===== src/rtl/hw2_mac_pkg.sv =====
// Shared definitions for the hw2_mac arbiter and its datapath: FSM state
// encoding, operand/result widths and the legal latency range.
package hw2_mac_pkg;

  localparam int OP_W    = 8;
  localparam int RES_W   = 16;
  localparam int LAT_MIN = 1;
  localparam int LAT_MAX = 4;

  typedef enum logic [1:0] {
    IDLE = 2'd0,
    EXEC = 2'd1,
    RESP = 2'd2
  } state_e;

endpackage


===== src/rtl/hw2_mac_dp.sv =====
// hw2_mac_dp: LAT-stage add/sub-then-multiply pipeline.
// Stage 1 forms the 16-bit two's-complement a+/-b and registers it with c.
// Stage 2 multiplies, truncating to 16 bits. Any further stages only delay.
// With LAT = 1 the whole computation happens in a single stage.
// Every stage advances only while en_i is high and holds otherwise.
module hw2_mac_dp
  import hw2_mac_pkg::*;
#(
  parameter int LAT = 2
) (
  input  logic             clk,
  input  logic             reset,
  input  logic             en_i,
  input  logic [OP_W-1:0]  a_i,
  input  logic [OP_W-1:0]  b_i,
  input  logic [OP_W-1:0]  c_i,
  input  logic             add_i,
  output logic [RES_W-1:0] res_o
);

  logic [RES_W-1:0] sum_w;

  // Operands are zero-extended. A subtract underflow wraps in 16 bits.
  assign sum_w = add_i ? (RES_W'(a_i) + RES_W'(b_i))
                       : (RES_W'(a_i) - RES_W'(b_i));

  if (LAT == 1) begin : g_lat1
    logic [RES_W-1:0] res_q;

    // Single stage: the full add/sub and multiply are registered when enabled.
    always_ff @(posedge clk or posedge reset) begin
      // NOTE: sequential state uses non-blocking (<=) so that all registers
      // update together at the edge, whatever order the statements are in.
      if (reset) res_q <= '0;
      else if (en_i) res_q <= sum_w * RES_W'(c_i);
    end

    assign res_o = res_q;
  end else begin : g_latn
    logic [RES_W-1:0] sum_q;
    logic [OP_W-1:0]  c_q;
    logic [RES_W-1:0] prod_q [LAT-1];

    // Stage 1 registers sum and c. Stage 2 multiplies. Later stages delay the product.
    always_ff @(posedge clk or posedge reset) begin
      if (reset) begin
        // NOTE: these pipeline registers are reset, not left to power-up
        // values, because the last stage drives rsp_d, which must read 0 after reset.
        sum_q <= '0;
        c_q   <= '0;
        for (int i = 0; i < LAT - 1; i++) prod_q[i] <= '0;
      end else if (en_i) begin
        sum_q     <= sum_w;
        c_q       <= c_i;
        prod_q[0] <= sum_q * RES_W'(c_q);
        for (int i = 1; i < LAT - 1; i++) prod_q[i] <= prod_q[i-1];
      end
    end

    assign res_o = prod_q[LAT-2];
  end

endmodule


===== src/rtl/hw2_mac_arbiter.sv =====
// hw2_mac_arbiter: two-requester round-robin front end for the MAC datapath.
// The FSM runs IDLE -> EXEC (LAT cycles, dp_en high) -> RESP. It holds the
// response until rsp_ready, then returns to IDLE. Operands are captured at accept.
// LAT must lie in 1..4.
// Build option: define HW2_MAC_ZERO_SKIP_EN to send requests with c == 0
// straight from IDLE to RESP with a zero result and no datapath activity.
module hw2_mac_arbiter
  import hw2_mac_pkg::*;
#(
  parameter int LAT = 2
) (
  input  logic        clk,
  input  logic        reset,
  input  logic [1:0]  req_valid,
  output logic [1:0]  req_ready,
  input  logic [15:0] req_a,
  input  logic [15:0] req_b,
  input  logic [15:0] req_c,
  input  logic [1:0]  req_s,
  output logic        rsp_valid,
  input  logic        rsp_ready,
  output logic        rsp_id,
  output logic [15:0] rsp_d,
  output logic        dp_en,
  output logic        busy
);

  localparam logic [1:0] CNT_LAST = 2'(LAT - 1);

  state_e          state_q, state_d;
  logic            prio_q, prio_d;     // requester favoured on contention
  logic [1:0]      cnt_q, cnt_d;       // EXEC cycle counter
  logic [OP_W-1:0] a_q, a_d, b_q, b_d, c_q, c_d;
  logic            s_q, s_d, id_q, id_d;
  logic            gnt_id;
  logic [1:0]      gnt;
  logic [OP_W-1:0] sel_a, sel_b, sel_c;
  logic            sel_s;
  logic [RES_W-1:0] dp_res;
`ifdef HW2_MAC_ZERO_SKIP_EN
  logic            zero_q, zero_d;
`endif

  // Round-robin grant: on contention the favoured requester wins.
  // No grant is issued outside IDLE or while reset is asserted.
  always_comb begin
    gnt_id = (req_valid == 2'b11) ? prio_q : req_valid[1];
    gnt    = 2'b00;
    if (state_q == IDLE && !reset && req_valid != 2'b00) gnt[gnt_id] = 1'b1;
  end

  assign sel_a = gnt_id ? req_a[15:8] : req_a[7:0];
  assign sel_b = gnt_id ? req_b[15:8] : req_b[7:0];
  assign sel_c = gnt_id ? req_c[15:8] : req_c[7:0];
  assign sel_s = req_s[gnt_id];

  // Next-state, capture and output decode for the IDLE/EXEC/RESP FSM.
  always_comb begin
    // NOTE: every signal written here gets a default first. A path that
    // leaves one unassigned would infer a latch.
    state_d   = state_q;
    prio_d    = prio_q;
    cnt_d     = cnt_q;
    a_d       = a_q;
    b_d       = b_q;
    c_d       = c_q;
    s_d       = s_q;
    id_d      = id_q;
`ifdef HW2_MAC_ZERO_SKIP_EN
    zero_d    = zero_q;
`endif
    dp_en     = 1'b0;
    rsp_valid = 1'b0;
    unique case (state_q)
      IDLE: begin
        if (gnt != 2'b00) begin
          a_d     = sel_a;
          b_d     = sel_b;
          c_d     = sel_c;
          s_d     = sel_s;
          id_d    = gnt_id;
          prio_d  = ~gnt_id;
          cnt_d   = 2'd0;
          state_d = EXEC;
`ifdef HW2_MAC_ZERO_SKIP_EN
          zero_d  = (sel_c == '0);
          if (sel_c == '0) state_d = RESP;
`endif
        end
      end
      EXEC: begin
        dp_en = 1'b1;
        if (cnt_q == CNT_LAST) state_d = RESP;
        else cnt_d = cnt_q + 2'd1;
      end
      RESP: begin
        rsp_valid = 1'b1;
        if (rsp_ready) state_d = IDLE;
      end
      default: state_d = IDLE;
    endcase
  end

  // FSM state, pointer and captured operands.
  always_ff @(posedge clk or posedge reset) begin
    if (reset) begin
      state_q <= IDLE;
      prio_q  <= 1'b0;
      cnt_q   <= 2'd0;
      a_q     <= '0;
      b_q     <= '0;
      c_q     <= '0;
      s_q     <= 1'b0;
      id_q    <= 1'b0;
`ifdef HW2_MAC_ZERO_SKIP_EN
      zero_q  <= 1'b0;
`endif
    end else begin
      state_q <= state_d;
      prio_q  <= prio_d;
      cnt_q   <= cnt_d;
      a_q     <= a_d;
      b_q     <= b_d;
      c_q     <= c_d;
      s_q     <= s_d;
      id_q    <= id_d;
`ifdef HW2_MAC_ZERO_SKIP_EN
      zero_q  <= zero_d;
`endif
    end
  end

  hw2_mac_dp #(.LAT(LAT)) u_dp (
    .clk   (clk),
    .reset (reset),
    .en_i  (dp_en),
    .a_i   (a_q),
    .b_i   (b_q),
    .c_i   (c_q),
    .add_i (s_q),
    .res_o (dp_res)
  );

  assign req_ready = gnt;
  assign busy      = (state_q != IDLE);
  assign rsp_id    = id_q;
`ifdef HW2_MAC_ZERO_SKIP_EN
  assign rsp_d     = zero_q ? '0 : dp_res;
`else
  assign rsp_d     = dp_res;
`endif

endmodule


===== config.mk =====
export PLATFORM = sky130hd
export DESIGN_NAME = hw2_mac_arbiter
export DESIGN_NICKNAME = d
export VERILOG_FILES = /design/src/rtl/hw2_mac_pkg.sv /design/src/rtl/hw2_mac_dp.sv /design/src/rtl/hw2_mac_arbiter.sv
export SDC_FILE = /design/constraint.sdc
export NUM_CORES = 1
export LEC_CHECK = 0
export CORE_UTILIZATION = 57
export CTS_BUF_LIST = sky130_fd_sc_hd__clkbuf_16
export DETAILED_ROUTE_END_ITERATION = 6
export PLACE_DENSITY_LB_ADDON = 0.12
export SLEW_MARGIN = 5
export SYNTH_ARGS = -nofsm -noshare
export SYNTH_HDL_FRONTEND = slang
export SYNTH_HIERARCHICAL = 1
export SYNTH_SLANG_ARGS = --single-unit

===== constraint.sdc =====
create_clock -name clk -period 5.24 [get_ports clk]
set_input_delay 0.786 -clock clk [delete_from_list [all_inputs] [get_ports clk]]
set_output_delay 0.786 -clock clk [all_outputs]
set_load 0.03 [all_outputs]

==> results.json, run 1 <==
{
  "tightest_slew_ns": 1.11,
  "yosysUniqueCellTypes": 60,
  "rsz0062_at_grt": "false",
  "drt_first_iter_violations": 225,
  "grt.busiest_layer": "met2",
  "synth-async-reset-ratio_pct": 100,
  "cts_made_buffers": 9,
  "grt_overflow_total": 0,
  "fin_crit_ns": 4.42,
  "slowest_delay_ns": 0.55,
  "avgViaCountPerCell": 5.53,
  "setup_viol": 0,
  "status": "complete, no violations",
  "drive_gt1_share_pct": 7.84,
  "clockRootBuffer": "clkbuf_16",
  "routed_wirelength_um": 13000,
  "synth_ff_type": "dfrtp_1",
  "nets": 828,
  "ys_seq_elements": 65,
  "crit_arrival_ns": 4.62,
  "numClockSinks": 65,
  "num_rows": 37,
  "vias": 4493,
  "synth_nets": 764,
  "gp_congestion": 0.937,
  "cts_resized": 0,
  "drc": 0,
  "crit_chain": "and2_1, fa_1, fa_1, fa_1, inv_1, fa_1, inv_1, ha_1, a21oi_1, o21ai_1, or3_1, o22ai_1, xnor2_1, a21oi_1",
  "ys_warn_count": 6,
  "ios": 77,
  "synth_area_um2": 6060,
  "rr_endpoint": "u_dp/res_o[15]",
  "path_class": "reg2reg",
  "fp.dieW_um": 105,
  "use_met1_pct": 29.7,
  "r2r_start": "u_dp/g_latn.c_q[6]",
  "grt_pass1_vias": 4737,
  "relSlewSlack_pct": 25.8,
  "fin_tns_setup_ns": 0,
  "dieArea_um2": 11000,
  "critPathCaptureType": "flip-flop",
  "cp_slowest_cell": "dfrtp_1",
  "crit_path_frequent_cell": "fa_1",
  "io_buffers": 76,
  "r2r_cells": 14,
  "grt_max_degree": 41,
  "cts_hold_buf": 0,
  "endpoint": "u_dp/res_o[15]",
  "grt_pass1_wl_um": 22100,
  "fmax_mhz": 226,
  "final_cell_mix": "101 x inv_1, 76 x clkdlybuf4s50_1, 65 x dfrtp_1",
  "first_pass_iters": 4,
  "cp-startpoint": "u_dp/g_latn.c_q[6]",
  "syn_to_final_growth_pct": 18.9,
  "grt_use_total_pct": 25.7,
  "cts_max_level": 3,
  "wl_per_cell_um": 16.1,
  "use_met2_pct": 46.8,
  "cts.clk_slew.worst_paths_ns": 0.06,
  "ys_seq_area_share_pct": 26.9,
  "cp.required_ns": 5.44,
  "die_y_um": 105,
  "layout_commonest_cell": "inv_1",
  "clockBufferDepth": 2,
  "insertedDiodeCount": 0,
  "worst_clock_skew_ns": 0.00639,
  "synth-edff-count": 0,
  "critPathLaunchType": "flip-flop",
  "hpwl_um": 10300,
  "ant_nets": 0,
  "core_um2": 10300,
  "start_util_pct": 58.7,
  "antenna_found_initial": 0,
  "insertion_delay_ns": 0.34,
  "netlist_instances": 607,
  "rrSetupSlack_ns": 0.82,
  "synth_area_per_cell_um2": 9.98,
  "cts_setup_buffers": 0,
  "cap_viol_max_count": 0,
  "use_met3_pct": 3.56,
  "final.period_utilization_pct": 84.3,
  "hold_violations": 0,
  "cts_tree": "yes",
  "path_max_fanout": 11,
  "slew_viol_final": 0,
  "worstHoldPathType": "reg2reg"
}
metrics by stage:
step / util, % / worst slack, ns / std cells / hold WS, ns / cell area, um2
floorplan: - / 1.08 / 607 / 0.457 / 6060
global placement: 66.6 / 0.988 / 796 / 0.463 / 6870
detailed placement: 66.6 / 0.815 / 796 / 0.465 / 6870
CTS: 69.7 / 0.826 / 812 / 0.478 / 7200
global route: 69.7 / 0.545 / 812 / 0.496 / 7200
finish: 69.7 / 0.823 / 812 / 0.476 / 7200
logic make-up (layout without fill, tap and decap cells):
kind of cell / count (synthesis) / in the layout / synth area share [%]
simple gates: 141 / 141 / 12.2
buf+inv: 130 / 199 / 8.99
compound gates: 125 / 125 / 16.0
fa+ha+maj: 102 / 102 / 28.6
flops: 65 / 65 / 26.9
mux: 24 / 24 / 4.44
xor+xnor: 20 / 20 / 2.89
state kept, by name, summed over array words and instances, names as in the netlist:
| register | flops |
|---|---|
| cnt_q | 2 |
| u_dp/g_latn.c_q | 8 |
| b_q | 8 |
| prio_q | 1 |
| u_dp/g_latn.sum_q | 10 |
| rsp_id | 1 |
| c_q | 8 |
| a_q | 8 |
| s_q | 1 |
| u_dp/res_o | 16 |
| state_q | 2 |
Yosys cell counts, types with 2 or more instances:
cell type | instances | area, um2
buf_4 | 2 | 15.0
a211oi_1 | 3 | 22.5
fa_1 | 61 | 1220
o22ai_1 | 3 | 18.8
a21oi_2 | 2 | 17.5
a21o_1 | 10 | 75.1
or3_1 | 2 | 12.5
a221o_1 | 25 | 250
a21oi_1 | 16 | 80.1
mux2i_1 | 4 | 40.0
o21a_1 | 29 | 218
a2111o_1 | 2 | 22.5
buf_6 | 2 | 22.5
dfrtp_1 | 65 | 1630
and2_1 | 42 | 263
o21bai_1 | 2 | 15.0
o211ai_1 | 3 | 22.5
nand3b_1 | 2 | 15.0
o21ai_1 | 5 | 25.0
nand2_1 | 43 | 161
mux2_2 | 19 | 214
buf_8 | 2 | 30.0
xnor2_1 | 19 | 166
buf_2 | 9 | 45.0
nand2b_1 | 7 | 43.8
and3_1 | 4 | 25.0
inv_1 | 102 | 383
nor2_1 | 20 | 75.1
nor3_1 | 5 | 25.0
o31ai_1 | 2 | 15.0
clkbuf_1 | 13 | 48.8
ha_1 | 41 | 513
nand3_1 | 3 | 15.0
nor2b_1 | 4 | 25.0
o21ai_0 | 9 | 45.0
worst min-delay path by stage:
stage	startpoint	end	depth (start not counted)	slack, ns
3_5_place_dp	rsp_id	rsp_id	1	0.46
3_3_place_gp	rsp_id	rsp_id	1	0.46
2_1_floorplan	cnt_q[0]	cnt_q[0]	1	0.46
5_1_grt	cnt_q[0]	cnt_q[0]	1	0.50
4_1_cts	rsp_id	rsp_id	1	0.48
6_report	rsp_id	rsp_id	1	0.48
routing by layer:
| metal | share of wire [%] | vias up |
|---|---|---|
| met4 | 3.2 | 0 |
| met5 | 0 | - |
| li1 | - | 2129 |
| met2 | 51 | 109 |
| met3 | 2.9 | 35 |
| met1 | 42 | 2220 |
worst max-delay path, delay by kind of cell (launching register included):
family	cells	cell delay, ns
fa+ha+maj	5	2.39
flops	1	0.55
compound gates	4	0.55
simple gates	2	0.53
xor+xnor	1	0.14
buf+inv	2	0.09
final cells by class:
type	instances	area, um2
Fill cell	793	3120
Multi-Input combinational cell	412	3890
Sequential cell	65	1630
Inverter	102	383
Tap cell	136	170
Clock inverter	7	103
Clock buffer	9	225
Timing Repair Buffer	81	798
Power of run 1 is not shown: default switching activity piles up to over one toggle a cycle in this logic, so the estimate is an artifact.
==> run 2, diff against run 1 <==
CORE_UTILIZATION = 52   (was 57)
clock period = 3.6 ns   (was 5.24 ns; I/O delays follow)
==> run 2 against run 1 <==
Effect of this change: the flow now finishes with violations (setup timing); global-route usage shrank 0.92 points; non-clock buffer count grew 72; clock skew grew 0.0020 ns; core utilization grew 1.5 points; cell area grew 13%; via count grew 5.1%; first-iteration DRC count shrank 37%.
==> results.json, run 2 (synthesis results as in run 1) <==
{
  "critPathLaunchType": "flip-flop",
  "grt_pass1_vias": 4980,
  "worstHoldPathType": "reg2reg",
  "clockRootBuffer": "clkbuf_16",
  "cts_max_level": 3,
  "fin_crit_ns": 4.08,
  "rrSetupSlack_ns": -0.48,
  "r2r_cells": 15,
  "rr_endpoint": "u_dp/res_o[15]",
  "post_layout_nonfiller_instances": 891,
  "final.period_utilization_pct": 113,
  "ios": 77,
  "nets": 900,
  "hpwl_um": 10400,
  "wl_met3_um": 365,
  "r2r_start": "u_dp/g_latn.c_q[6]",
  "insertion_delay_ns": 0.34,
  "antenna_found_initial": 0,
  "drc": 0,
  "setup_ws_ns": -0.481,
  "tightest_slew_ns": 1.07,
  "setup_viol": 10,
  "slowest_delay_ns": 0.51,
  "cts_made_buffers": 9,
  "drt_first_iter_violations": 141,
  "status": "complete, but fails checks",
  "insertedDiodeCount": 0,
  "crit_path_frequent_cell": "fa_1",
  "routed_wirelength_um": 14000,
  "avgViaCountPerCell": 5.30,
  "gp_congestion": 0.909,
  "cts_tree": "yes",
  "critical_path.top_delay_family": "adder cells",
  "numClockSinks": 65,
  "start_util_pct": 53.3,
  "critPathCaptureType": "flip-flop",
  "top_layer": "met4",
  "syn_to_final_growth_pct": 33.8,
  "crit_chain": "and2_4, fa_1, fa_1, fa_1, inv_1, fa_1, inv_2, ha_4, and3_4, o211ai_1, a21oi_2, buf_4, o22ai_4, xnor2_1, a21oi_1",
  "endpoint": "u_dp/res_o[15]",
  "drive_gt1_share_pct": 27.4,
  "path_max_fanout": 8,
  "rsz0062_at_grt": "true",
  "cp.required_ns": 3.81,
  "clockBufferDepth": 2,
  "cp-startpoint": "u_dp/g_latn.c_q[6]",
  "cap_viol_max_count": 0,
  "grt_use_total_pct": 24.8,
  "slew_viol_final": 0,
  "violations": "setup timing",
  "wl_met2_um": 7320,
  "relSlewSlack_pct": 27.9,
  "first_pass_iters": 4,
  "wl_met1_um": 6010,
  "cts_hold_buf": 0,
  "worst_clock_skew_ns": 0.00844,
  "path_class": "reg2reg",
  "die_y_um": 110,
  "vias": 4721,
  "crit_arrival_ns": 4.29,
  "crit_buf_inv": 3,
  "ant_nets": 0,
  "dieArea_um2": 12100,
  "wl_per_cell_um": 15.7,
  "largest_reg_flops": 16,
  "hold_violations": 0,
  "grt_overflow_total": 0,
  "whs_ns": 0.477,
  "fp.dieW_um": 110,
  "num_rows": 39,
  "cp_slowest_cell": "fa_1",
  "layout_commonest_cell": "inv_1",
  "fmax_mhz": 245,
  "grt_max_degree": 40,
  "io_buffers": 76,
  "crit_cells": 15,
  "core_um2": 11400,
  "dp.cells": 858,
  "final_cell_mix": "87 x inv_1, 76 x clkdlybuf4s50_1, 70 x buf_4",
  "grt_pass1_wl_um": 22900,
  "cts.clk_slew.worst_paths_ns": 0.06
}
-- run 2: metrics by stage --
stage                     util (%)  area, um2  setup slack (ns)  TNS [ns]
after global routing          71.3       8100            -0.611     -4.49
after detailed placement      65.1       7400            -0.539     -3.74
final                         71.3       8100            -0.481     -3.35
after floorplan                  -       6200            -0.342     -1.67
after global placement        65.1       7400            -0.486     -3.11
after CTS                     70.2       7980            -0.440     -3.06
-- run 2: worst reg2reg max path, stage by stage (launching register included) --
cell	delay, ns
dfrtp_2	0.47
and2_4	0.17
fa_1	0.50
fa_1	0.51
fa_1	0.49
inv_1	0.05
fa_1	0.51
inv_2	0.05
ha_4	0.28
and3_4	0.17
o211ai_1	0.12
a21oi_2	0.17
buf_4	0.15
o22ai_4	0.06
xnor2_1	0.17
a21oi_1	0.08
-- run 2: final cells by class --
| cell class | count | area (um2) |
|---|---|---|
| clock buffer | 9 | 225 |
| clock inverter | 7 | 76.3 |
| fill | 815 | 3270 |
| inverter | 102 | 383 |
| multi-input combinational | 412 | 4230 |
| sequential | 65 | 1640 |
| tap | 143 | 179 |
| timing repair buffer | 153 | 1370 |
-- run 2: how the worst min path moves through the flow --
| stage | from | endpoint | depth (start not counted) |
|---|---|---|---|
| 3_5_place_dp | u_dp/res_o[7] | u_dp/res_o[7] | 1 |
| 6_report | u_dp/res_o[7] | u_dp/res_o[7] | 1 |
| 2_1_floorplan | cnt_q[0] | cnt_q[0] | 1 |
| 5_1_grt | u_dp/res_o[7] | u_dp/res_o[7] | 1 |
| 4_1_cts | u_dp/res_o[7] | u_dp/res_o[7] | 1 |
| 3_3_place_gp | u_dp/res_o[7] | u_dp/res_o[7] | 1 |
-- run 2: metal layers --
layer / vias up / track usage, %
met5: - / 0
met4: 0 / 9.05
met3: 24 / 4.51
met2: 91 / 45.3
met1: 2334 / 28.7
li1: 2272 / -
-- run 2: timing repair --
item | in CTS | in global routing
setup buffers | 14 | 4
gates resized for setup | 54 | 29
setup endpoints to repair | 10 | 10
pin swaps | 34 | 28
Power of run 2 is left out for the same reason.
